**src/rtl/picorv32_soc_pkg.sv**
```systemverilog
// SoC-wide constants: crossbar address map and interrupt-controller register layout.
// Latency: n/a (constants, types and pure functions only).
// Backpressure: n/a.
package picorv32_soc_pkg;

    // Interrupt controller register byte offsets; only bits [4:2] are decoded.
    localparam logic [4:0] IRQC_PENDING_OFF = 5'h00;
    localparam logic [4:0] IRQC_ENABLE_OFF  = 5'h04;
    localparam logic [4:0] IRQC_EDGE_OFF    = 5'h08;
    localparam logic [4:0] IRQC_ACTIVE_OFF  = 5'h0C;
    localparam logic [4:0] IRQC_SWTRIG_OFF  = 5'h10;
    localparam logic [4:0] IRQC_CLAIM_OFF   = 5'h14;

    localparam logic [1:0] IRQC_RESP_OKAY   = 2'b00;
    localparam logic [1:0] IRQC_RESP_SLVERR = 2'b10;

    // First PicoRV32 irq line driven by the controller (0..2 are CPU-internal).
    localparam int IRQC_IRQ_BASE_p = 3;

    // CLAIM value returned when nothing is active.
    localparam logic [5:0] IRQC_CLAIM_NONE = 6'd32;

    // Per-channel AXI-Lite slave handshake state.
    typedef enum logic [1:0] {
        AXI_IDLE = 2'd0,
        AXI_ACC  = 2'd1,
        AXI_RESP = 2'd2
    } irqc_axi_st_e;

    // Crossbar address map: a slot hits when (addr & mask) == base.
    typedef struct packed {
        logic [31:0] base;
        logic [31:0] mask;
    } soc_addr_rule_t;

    localparam int SOC_SLOT_ROM  = 0;
    localparam int SOC_SLOT_RAM  = 1;
    localparam int SOC_SLOT_UART = 2;
    localparam int SOC_SLOT_IRQC = 3;
    localparam int SOC_SLOT_NBR  = 4;

    localparam soc_addr_rule_t SOC_ADDR_MAP [SOC_SLOT_NBR] = '{
        '{base: 32'h0000_0000, mask: 32'hFFFF_0000},
        '{base: 32'h1000_0000, mask: 32'hFFFF_0000},
        '{base: 32'h2000_0000, mask: 32'hFFFF_F000},
        '{base: 32'h2000_1000, mask: 32'hFFFF_F000}
    };

    function automatic logic soc_addr_hit(input logic [31:0] addr, input int slot);
        soc_addr_hit = ((addr & SOC_ADDR_MAP[slot].mask) == SOC_ADDR_MAP[slot].base);
    endfunction

    // Lowest set index of a 32-bit vector, or 32 when empty.
    function automatic logic [5:0] irqc_claim(input logic [31:0] act);
        irqc_claim = IRQC_CLAIM_NONE;
        for (int i = 31; i >= 0; i--) begin
            if (act[i]) begin
                irqc_claim = 6'(i);
            end
        end
    endfunction

endpackage

```
**src/rtl/irq_ctrl_src.sv**
```systemverilog
// One interrupt source: edge/level detect, pending flop, registered CPU irq line.
// Latency: source sampled at N -> pending at N+1 -> o_irq at N+2.
// Backpressure: none; every cycle is sampled, set beats clear.
module irq_ctrl_src
    import picorv32_soc_pkg::*;
(
    input  logic clk,
    input  logic rst,
    input  logic i_src,
    input  logic i_eoi,
    input  logic i_enable,
    input  logic i_edge,
    input  logic i_sw_set,
    input  logic i_w1c,
    output logic o_pending,
    output logic o_irq
);

    logic r_src_prev;
    logic r_eoi_prev;
    logic r_pending;
    logic r_irq;
    logic w_set;
    logic w_clr;

    // Set/clear requests; end-of-interrupt only retires edge-mode events,
    // a level source keeps re-pending for as long as it is held.
    always_comb begin
        w_set = i_sw_set | (i_edge ? (i_src & ~r_src_prev) : i_src);
        w_clr = i_w1c | (i_edge & i_eoi & ~r_eoi_prev);
    end

    // Pending state, history samples and the masked-while-in-service irq line.
    always_ff @(posedge clk) begin
        if (rst) begin
            r_src_prev <= 1'b0;
            r_eoi_prev <= 1'b0;
            r_pending  <= 1'b0;
            r_irq      <= 1'b0;
        end else begin
            r_src_prev <= i_src;
            r_eoi_prev <= i_eoi;
            if (w_set) begin
                r_pending <= 1'b1;
            end else if (w_clr) begin
                r_pending <= 1'b0;
            end
            r_irq <= r_pending & i_enable & ~i_eoi;
        end
    end

    assign o_pending = r_pending;
    assign o_irq     = r_irq;

endmodule

```
**src/rtl/axi_irq_ctrl.sv**
```systemverilog
// AXI4-Lite interrupt controller: pending/enable/edge registers, claim encoder, per-source irq lines.
// Latency: write commits and bvalid at A+1; read data sampled at R, rvalid at R+1; irq 2 cycles after source.
// Backpressure: no new AW/W or AR accepted while a B or R response is held waiting for bready/rready.
module axi_irq_ctrl
    import picorv32_soc_pkg::*;
#(
    parameter int AXI_ADDR_BW_p = 12,
    parameter int IRQ_NBR_p     = 8
) (
    input  logic                     clk,
    input  logic                     rst,
    input  logic [AXI_ADDR_BW_p-1:0] i_axi_awaddr,
    input  logic                     i_axi_awvalid,
    output logic                     o_axi_awready,
    input  logic [31:0]              i_axi_wdata,
    input  logic [3:0]               i_axi_wstrb,
    input  logic                     i_axi_wvalid,
    output logic                     o_axi_wready,
    output logic [1:0]               o_axi_bresp,
    output logic                     o_axi_bvalid,
    input  logic                     i_axi_bready,
    input  logic [AXI_ADDR_BW_p-1:0] i_axi_araddr,
    input  logic                     i_axi_arvalid,
    output logic                     o_axi_arready,
    output logic [31:0]              o_axi_rdata,
    output logic [1:0]               o_axi_rresp,
    output logic                     o_axi_rvalid,
    input  logic                     i_axi_rready,
    input  logic [IRQ_NBR_p-1:0]     i_irq_src,
    input  logic [IRQ_NBR_p-1:0]     i_eoi,
    output logic [IRQ_NBR_p-1:0]     o_irq
);

    localparam logic [2:0] L_PENDING = IRQC_PENDING_OFF[4:2];
    localparam logic [2:0] L_ENABLE  = IRQC_ENABLE_OFF[4:2];
    localparam logic [2:0] L_EDGE    = IRQC_EDGE_OFF[4:2];
    localparam logic [2:0] L_ACTIVE  = IRQC_ACTIVE_OFF[4:2];
    localparam logic [2:0] L_SWTRIG  = IRQC_SWTRIG_OFF[4:2];
    localparam logic [2:0] L_CLAIM   = IRQC_CLAIM_OFF[4:2];

    irqc_axi_st_e r_wr_st;
    irqc_axi_st_e w_wr_st_nxt;
    irqc_axi_st_e r_rd_st;
    irqc_axi_st_e w_rd_st_nxt;

    logic [1:0]           r_bresp;
    logic [31:0]          r_rdata;
    logic [1:0]           r_rresp;
    logic [IRQ_NBR_p-1:0] r_enable;
    logic [IRQ_NBR_p-1:0] r_edge;

    logic                 w_wr_commit;
    logic                 w_rd_take;
    logic [2:0]           w_wr_idx;
    logic [2:0]           w_rd_idx;
    logic                 w_wr_mapped;
    logic [31:0]          w_strb_mask;
    logic [31:0]          w_wdat_m;
    logic [IRQ_NBR_p-1:0] w_w1c;
    logic [IRQ_NBR_p-1:0] w_sw_set;
    logic [IRQ_NBR_p-1:0] w_enable_nxt;
    logic [IRQ_NBR_p-1:0] w_edge_nxt;
    logic [IRQ_NBR_p-1:0] w_pending;
    logic [IRQ_NBR_p-1:0] w_active;
    logic [31:0]          w_active32;
    logic [5:0]           w_claim;
    logic [31:0]          w_rd_dat;
    logic [1:0]           w_rd_resp;
    logic                 w_unused_sink;

    assign w_wr_idx    = i_axi_awaddr[4:2];
    assign w_rd_idx    = i_axi_araddr[4:2];
    assign w_wr_commit = (r_wr_st == AXI_ACC) & i_axi_awvalid & i_axi_wvalid;
    assign w_rd_take   = (r_rd_st == AXI_ACC) & i_axi_arvalid;

    // Write channel state register.
    always_ff @(posedge clk) begin
        if (rst) begin
            r_wr_st <= AXI_IDLE;
        end else begin
            r_wr_st <= w_wr_st_nxt;
        end
    end

    // Write channel next state: accept only when address and data are both offered.
    always_comb begin
        w_wr_st_nxt = r_wr_st;
        case (r_wr_st)
            AXI_IDLE: if (i_axi_awvalid & i_axi_wvalid) w_wr_st_nxt = AXI_ACC;
            AXI_ACC:  if (w_wr_commit)                  w_wr_st_nxt = AXI_RESP;
            AXI_RESP: if (i_axi_bready)                 w_wr_st_nxt = AXI_IDLE;
            default:                                    w_wr_st_nxt = AXI_IDLE;
        endcase
    end

    // Read channel state register.
    always_ff @(posedge clk) begin
        if (rst) begin
            r_rd_st <= AXI_IDLE;
        end else begin
            r_rd_st <= w_rd_st_nxt;
        end
    end

    // Read channel next state.
    always_comb begin
        w_rd_st_nxt = r_rd_st;
        case (r_rd_st)
            AXI_IDLE: if (i_axi_arvalid) w_rd_st_nxt = AXI_ACC;
            AXI_ACC:  if (w_rd_take)     w_rd_st_nxt = AXI_RESP;
            AXI_RESP: if (i_axi_rready)  w_rd_st_nxt = AXI_IDLE;
            default:                     w_rd_st_nxt = AXI_IDLE;
        endcase
    end

    // Write decode: byte-lane masking, W1C/SWTRIG strobes and ENABLE/EDGE next values.
    always_comb begin
        w_strb_mask  = {{8{i_axi_wstrb[3]}}, {8{i_axi_wstrb[2]}},
                        {8{i_axi_wstrb[1]}}, {8{i_axi_wstrb[0]}}};
        w_wdat_m     = i_axi_wdata & w_strb_mask;
        w_wr_mapped  = (w_wr_idx <= L_CLAIM);
        w_w1c        = '0;
        w_sw_set     = '0;
        w_enable_nxt = r_enable;
        w_edge_nxt   = r_edge;
        if (w_wr_commit) begin
            case (w_wr_idx)
                L_PENDING: w_w1c        = w_wdat_m[IRQ_NBR_p-1:0];
                L_ENABLE:  w_enable_nxt = (r_enable & ~w_strb_mask[IRQ_NBR_p-1:0])
                                          | w_wdat_m[IRQ_NBR_p-1:0];
                L_EDGE:    w_edge_nxt   = (r_edge & ~w_strb_mask[IRQ_NBR_p-1:0])
                                          | w_wdat_m[IRQ_NBR_p-1:0];
                L_SWTRIG:  w_sw_set     = w_wdat_m[IRQ_NBR_p-1:0];
                default:   ;
            endcase
        end
    end

    // ENABLE/EDGE storage and the write response code.
    always_ff @(posedge clk) begin
        if (rst) begin
            r_enable <= '0;
            r_edge   <= '0;
            r_bresp  <= IRQC_RESP_OKAY;
        end else begin
            r_enable <= w_enable_nxt;
            r_edge   <= w_edge_nxt;
            if (w_wr_commit) begin
                r_bresp <= w_wr_mapped ? IRQC_RESP_OKAY : IRQC_RESP_SLVERR;
            end
        end
    end

    // Per-source pending/irq logic.
    for (genvar g = 0; g < IRQ_NBR_p; g++) begin : g_src
        irq_ctrl_src u_src (
            .clk       (clk),
            .rst       (rst),
            .i_src     (i_irq_src[g]),
            .i_eoi     (i_eoi[g]),
            .i_enable  (r_enable[g]),
            .i_edge    (r_edge[g]),
            .i_sw_set  (w_sw_set[g]),
            .i_w1c     (w_w1c[g]),
            .o_pending (w_pending[g]),
            .o_irq     (o_irq[g])
        );
    end

    // ACTIVE vector widened to 32 bits for the claim priority encoder.
    always_comb begin
        w_active                    = w_pending & r_enable;
        w_active32                  = '0;
        w_active32[IRQ_NBR_p-1:0]   = w_active;
        w_claim                     = irqc_claim(w_active32);
    end

    // Read mux; unmapped offsets return zero with SLVERR.
    always_comb begin
        w_rd_dat  = '0;
        w_rd_resp = IRQC_RESP_OKAY;
        case (w_rd_idx)
            L_PENDING: w_rd_dat[IRQ_NBR_p-1:0] = w_pending;
            L_ENABLE:  w_rd_dat[IRQ_NBR_p-1:0] = r_enable;
            L_EDGE:    w_rd_dat[IRQ_NBR_p-1:0] = r_edge;
            L_ACTIVE:  w_rd_dat                = w_active32;
            L_SWTRIG:  w_rd_dat                = '0;
            L_CLAIM:   w_rd_dat                = 32'(w_claim);
            default:   w_rd_resp               = IRQC_RESP_SLVERR;
        endcase
    end

    // Read data is captured in the accept cycle and held until rready.
    always_ff @(posedge clk) begin
        if (rst) begin
            r_rdata <= '0;
            r_rresp <= IRQC_RESP_OKAY;
        end else if (w_rd_take) begin
            r_rdata <= w_rd_dat;
            r_rresp <= w_rd_resp;
        end
    end

    assign o_axi_awready = (r_wr_st == AXI_ACC);
    assign o_axi_wready  = (r_wr_st == AXI_ACC);
    assign o_axi_bvalid  = (r_wr_st == AXI_RESP);
    assign o_axi_bresp   = r_bresp;
    assign o_axi_arready = (r_rd_st == AXI_ACC);
    assign o_axi_rvalid  = (r_rd_st == AXI_RESP);
    assign o_axi_rdata   = r_rdata;
    assign o_axi_rresp   = r_rresp;

    // Address bits above [4:2] and data bits above the source count are don't-care.
    assign w_unused_sink = ^{i_axi_awaddr, i_axi_araddr, i_axi_wdata, w_strb_mask, w_wdat_m};

endmodule
```
**config.mk**
```make
export PLATFORM = sky130hd
export DESIGN_NAME = axi_irq_ctrl
export DESIGN_NICKNAME = d
export VERILOG_FILES = /design/src/rtl/picorv32_soc_pkg.sv /design/src/rtl/irq_ctrl_src.sv /design/src/rtl/axi_irq_ctrl.sv
export SDC_FILE = /design/constraint.sdc
export NUM_CORES = 1
export LEC_CHECK = 0
export ABC_AREA = 1
export CAP_MARGIN = 25
export CORE_MARGIN = 3
export CORE_UTILIZATION = 37
export CTS_CLUSTER_SIZE = 40
export DETAILED_ROUTE_END_ITERATION = 10
export GPL_ROUTABILITY_DRIVEN = 0
export PLACE_DENSITY = 0.87
export SLEW_MARGIN = 20
export SYNTH_ARGS = -nofsm -noshare
export SYNTH_HDL_FRONTEND = slang
export SYNTH_SLANG_ARGS = --single-unit
```
**constraint.sdc**
```tcl
create_clock -name clk -period 1.3 [get_ports clk]
set_clock_uncertainty 0.2 [all_clocks]
set_input_delay 0.13 -clock clk [delete_from_list [all_inputs] [get_ports clk]]
set_output_delay 0.13 -clock clk [all_outputs]
set_load 0.03 [all_outputs]
```
==> impl_results.md <==
- Result of the run: complete, but fails checks
- Violations in the final reports: negative hold slack, negative setup slack
- Peak supply drop: 555 uV
- Clock period minus final worst setup slack: 1470 ps
- Capturing element type of the critical path: flip-flop
- Vias per cell: 5.14
- Die width: 94.0 um
- Reg-to-reg setup timing slack: -160 ps
- Initial antenna violation count: 0
- Die span in y: 94.0 um
- H-Tree Level Count: 3
- Yosys warning count: 0
- Pwr Density: 1040 mW/mm^2
- Post-detailed-routing wire length: 9.28 mm
- #FFs+latches synth: 62
- Proportion of power drawn by the clock network: 41.1%
- Wire length per cell: 15.3 um
- Number of clock sinks: 62
- Sequential fraction of the synthesis area: 43.3%
- Unrepaired setup endpoints after global routing: true
- Maximum fanout along the worst path: 8
- Clock Latency Late Sink: 340 ps
- Switching share of power: 25.7%
- Residual overflow from global routing: 0
- DIE AREA: 0.00884 sq mm
- Number of nets in the layout: 587
- Number of global-route vias before repair: 2942
- Average footprint of a synthesized cell: 7.37 sq um
- Worst hold margin: -20.5 ps
- Post-synthesis cell count: 389
- DR iter-0 viols: 219
- Worst Setup Path Type: in -> reg
- Final Slew Violations: 0
- ANT cells: 0
- Most instantiated library cell after synthesis: nand2_1
- Hold Crit Class: in -> reg
- Cell variety after synth: 30
- Data required, critical path: 1310 ps
- Worst R2R End: g_src[0].u_src.o_pending
- CTS root buf: clkbuf_8
- Post-synth design cell area: 0.00287 sq mm
- Start point of the critical path: i_axi_awvalid
- Share of power burned in registers: 43.1%
- Async set-reset flop share out of synthesis: 0%
- Final hold vios: 1
- Detailed Place HPWL: 6.08 mm
- Fraction of layout instances using a drive strength above 1: 35.4%
- LEAKAGE: 1.98 nW
- Total of hold buffers inserted after clock tree synthesis: 0
- Aggregate negative setup slack: -3270 ps
- Most frequent cells after synthesis: 73 x nand2_1, 62 x dfxtp_1, 44 x nor2_1
- Reported max-cap violation count: 0
- Cell type with the highest aggregate area in the netlist: dfxtp_1
- Fraction of the cycle the final worst path needs: 113%
- Part of the power in combinational logic: 15.7%
- Clock-pin slew on the worst setup and hold paths: 70 ps
- Setup violation total in the final timing report: 33
- Reported net switching power: 1.19 mW
- Std-Cell Rows: 31
- Floorplan Core Area: 0.00737 sq mm
- Number of buffers created by CTS: 9
- Termination of the worst setup path: g_src[0].u_src.o_pending
- Starting density of the core: 38.9%
- Area fraction of the dominant cell type after synthesis: 43.3%
- Layout overhead on the synthesized area: 54.9%
- Main area contributors after synthesis: dfxtp_1 43%, nand2_1 9.6%, buf_4 9.4%, a21oi_1 6.8%, nor2_1 5.8%
- Reg-to-reg critical path startpoint: r_wr_st[0]
- Global-route wire length before repair: 13.6 mm
- Total power consumption of the routed design: 4.62 mW
- Post-synth EDFFs: 0
- Port Buffers: 60
- Via Count: 3121
- Data arrival at the endpoint of the critical path: 1490 ps
- Cell internal power dissipation: 3.43 mW
- Startpoint Class: input port
- TritonCTS clock tree: done
- Maximum number of pins on one net before global-route repair: 42
- Number of primary I/O pins: 132
- First-pass DRT Iterations: 5
- Residual DRC: 0
- Antenna-violating nets left: 0
- All-layer global routing usage: 19.5%
- Buffer depth of the longest clock path: 2
- Top flip-flop cell by instance count after synthesis: dfxtp_1
- Maximum clock rate: 679 MHz
- Worst-case reg-to-reg path depth: 8
- Fill count: 632
- Post-route worst setup slack: -174 ps
==> power by group through the flow <==
stage               clock [mW]  combinational (mW)  sequential [mW]
global placement             0               0.586             2.02
detailed placement           0               0.603             2.03
CTS                       1.90               0.659             1.99
floorplan                    0               0.355             2.03
global route              1.98               0.773             2.00
finish                    1.90               0.726             1.99
==> cell families (layout without fill, tap and decap cells) <==
logic type	after synthesis	after routing	synth area share [%]
AOI/OAI and AO/OA	83	83	17.7
buffers and inverters	92	184	16.9
DFF	62	62	43.3
other	1	26	0.131
and+or+nand+nor	151	153	22.0
==> per-layer routing <==
layer / vias up / global-route usage (%) / wire length [um]
li1: 1458 / - / -
met4: 0 / 8.30 / 233
met3: 31 / 4.25 / 805
met1: 1469 / 22.5 / 3460
met5: - / 0 / 0
met2: 163 / 34.7 / 4780
==> how the worst min path moves through the flow <==
stage / slack [ps] / cells after the start / startpoint / to
floorplan: 9 / 1 / i_eoi[0] / g_src[0].u_src.o_irq
global placement: 260 / 2 / o_axi_rdata[6] / o_axi_rdata[6]
detailed placement: 270 / 2 / o_axi_rdata[7] / o_axi_rdata[7]
CTS: 90 / 3 / i_axi_awaddr[3] / o_axi_bresp[1]
global route: 7 / 3 / i_axi_wvalid / r_wr_st[0]
finish: -20 / 3 / i_axi_wvalid / r_wr_st[0]
==> through the flow <==
step / util, % / cell area [sq um] / worst slack, ps / std cells
floorplan: - / 2990 / -72.4 / 414
global placement: 49.9 / 3670 / -469 / 571
detailed placement: 49.9 / 3670 / -568 / 571
CTS: 56.9 / 4200 / -113 / 595
global route: 60.2 / 4440 / -228 / 607
finish: 60.2 / 4440 / -174 / 607
==> area by class of cell <==
| type | count | area [sq um] | area share (%) |
|---|---|---|---|
| multi-input cells | 262 | 1530 | 34.5 |
| flip-flops and latches | 62 | 1250 | 28.2 |
| repair buffers | 123 | 1100 | 24.8 |
| inverters | 46 | 209 | 4.71 |
| clock buffers | 12 | 155 | 3.49 |
| well taps | 99 | 124 | 2.79 |
| clock inverters | 3 | 67.6 | 1.52 |
==> worst max-delay path, stage by stage <==
cell and delay (ps):
clkdlybuf4s50_1 500, nand2_2 90, nor2_4 150, nand2_4 100, inv_8 80, buf_6 130
nand4_1 80, o311ai_1 90, a21oi_1 130
==> timing repair <==
action | CTS | global route
cloned | 1 | 2
pin swaps | 16 | 21
resized for setup | 67 | 45
setup endpoints to repair | 39 | 40
setup buffers | 8 | 10
==> placed cells by master, fill, tap and decap left out, types with 7 or more instances in the layout <==
| cell | instances |
|---|---|
| nand3_1 | 11 |
| clkdlybuf4s50_1 | 32 |
| dfxtp_1 | 55 |
| conb_1 | 26 |
| a21oi_2 | 9 |
| o21ai_2 | 7 |
| nor3_1 | 8 |
| inv_1 | 33 |
| nor2_1 | 34 |
| buf_4 | 72 |
| nand2_1 | 58 |
| clkbuf_8 | 11 |
| buf_6 | 10 |
| nor2_2 | 8 |
| a21oi_1 | 30 |
| nand2_2 | 12 |
(Power assumes the default switching activity.)
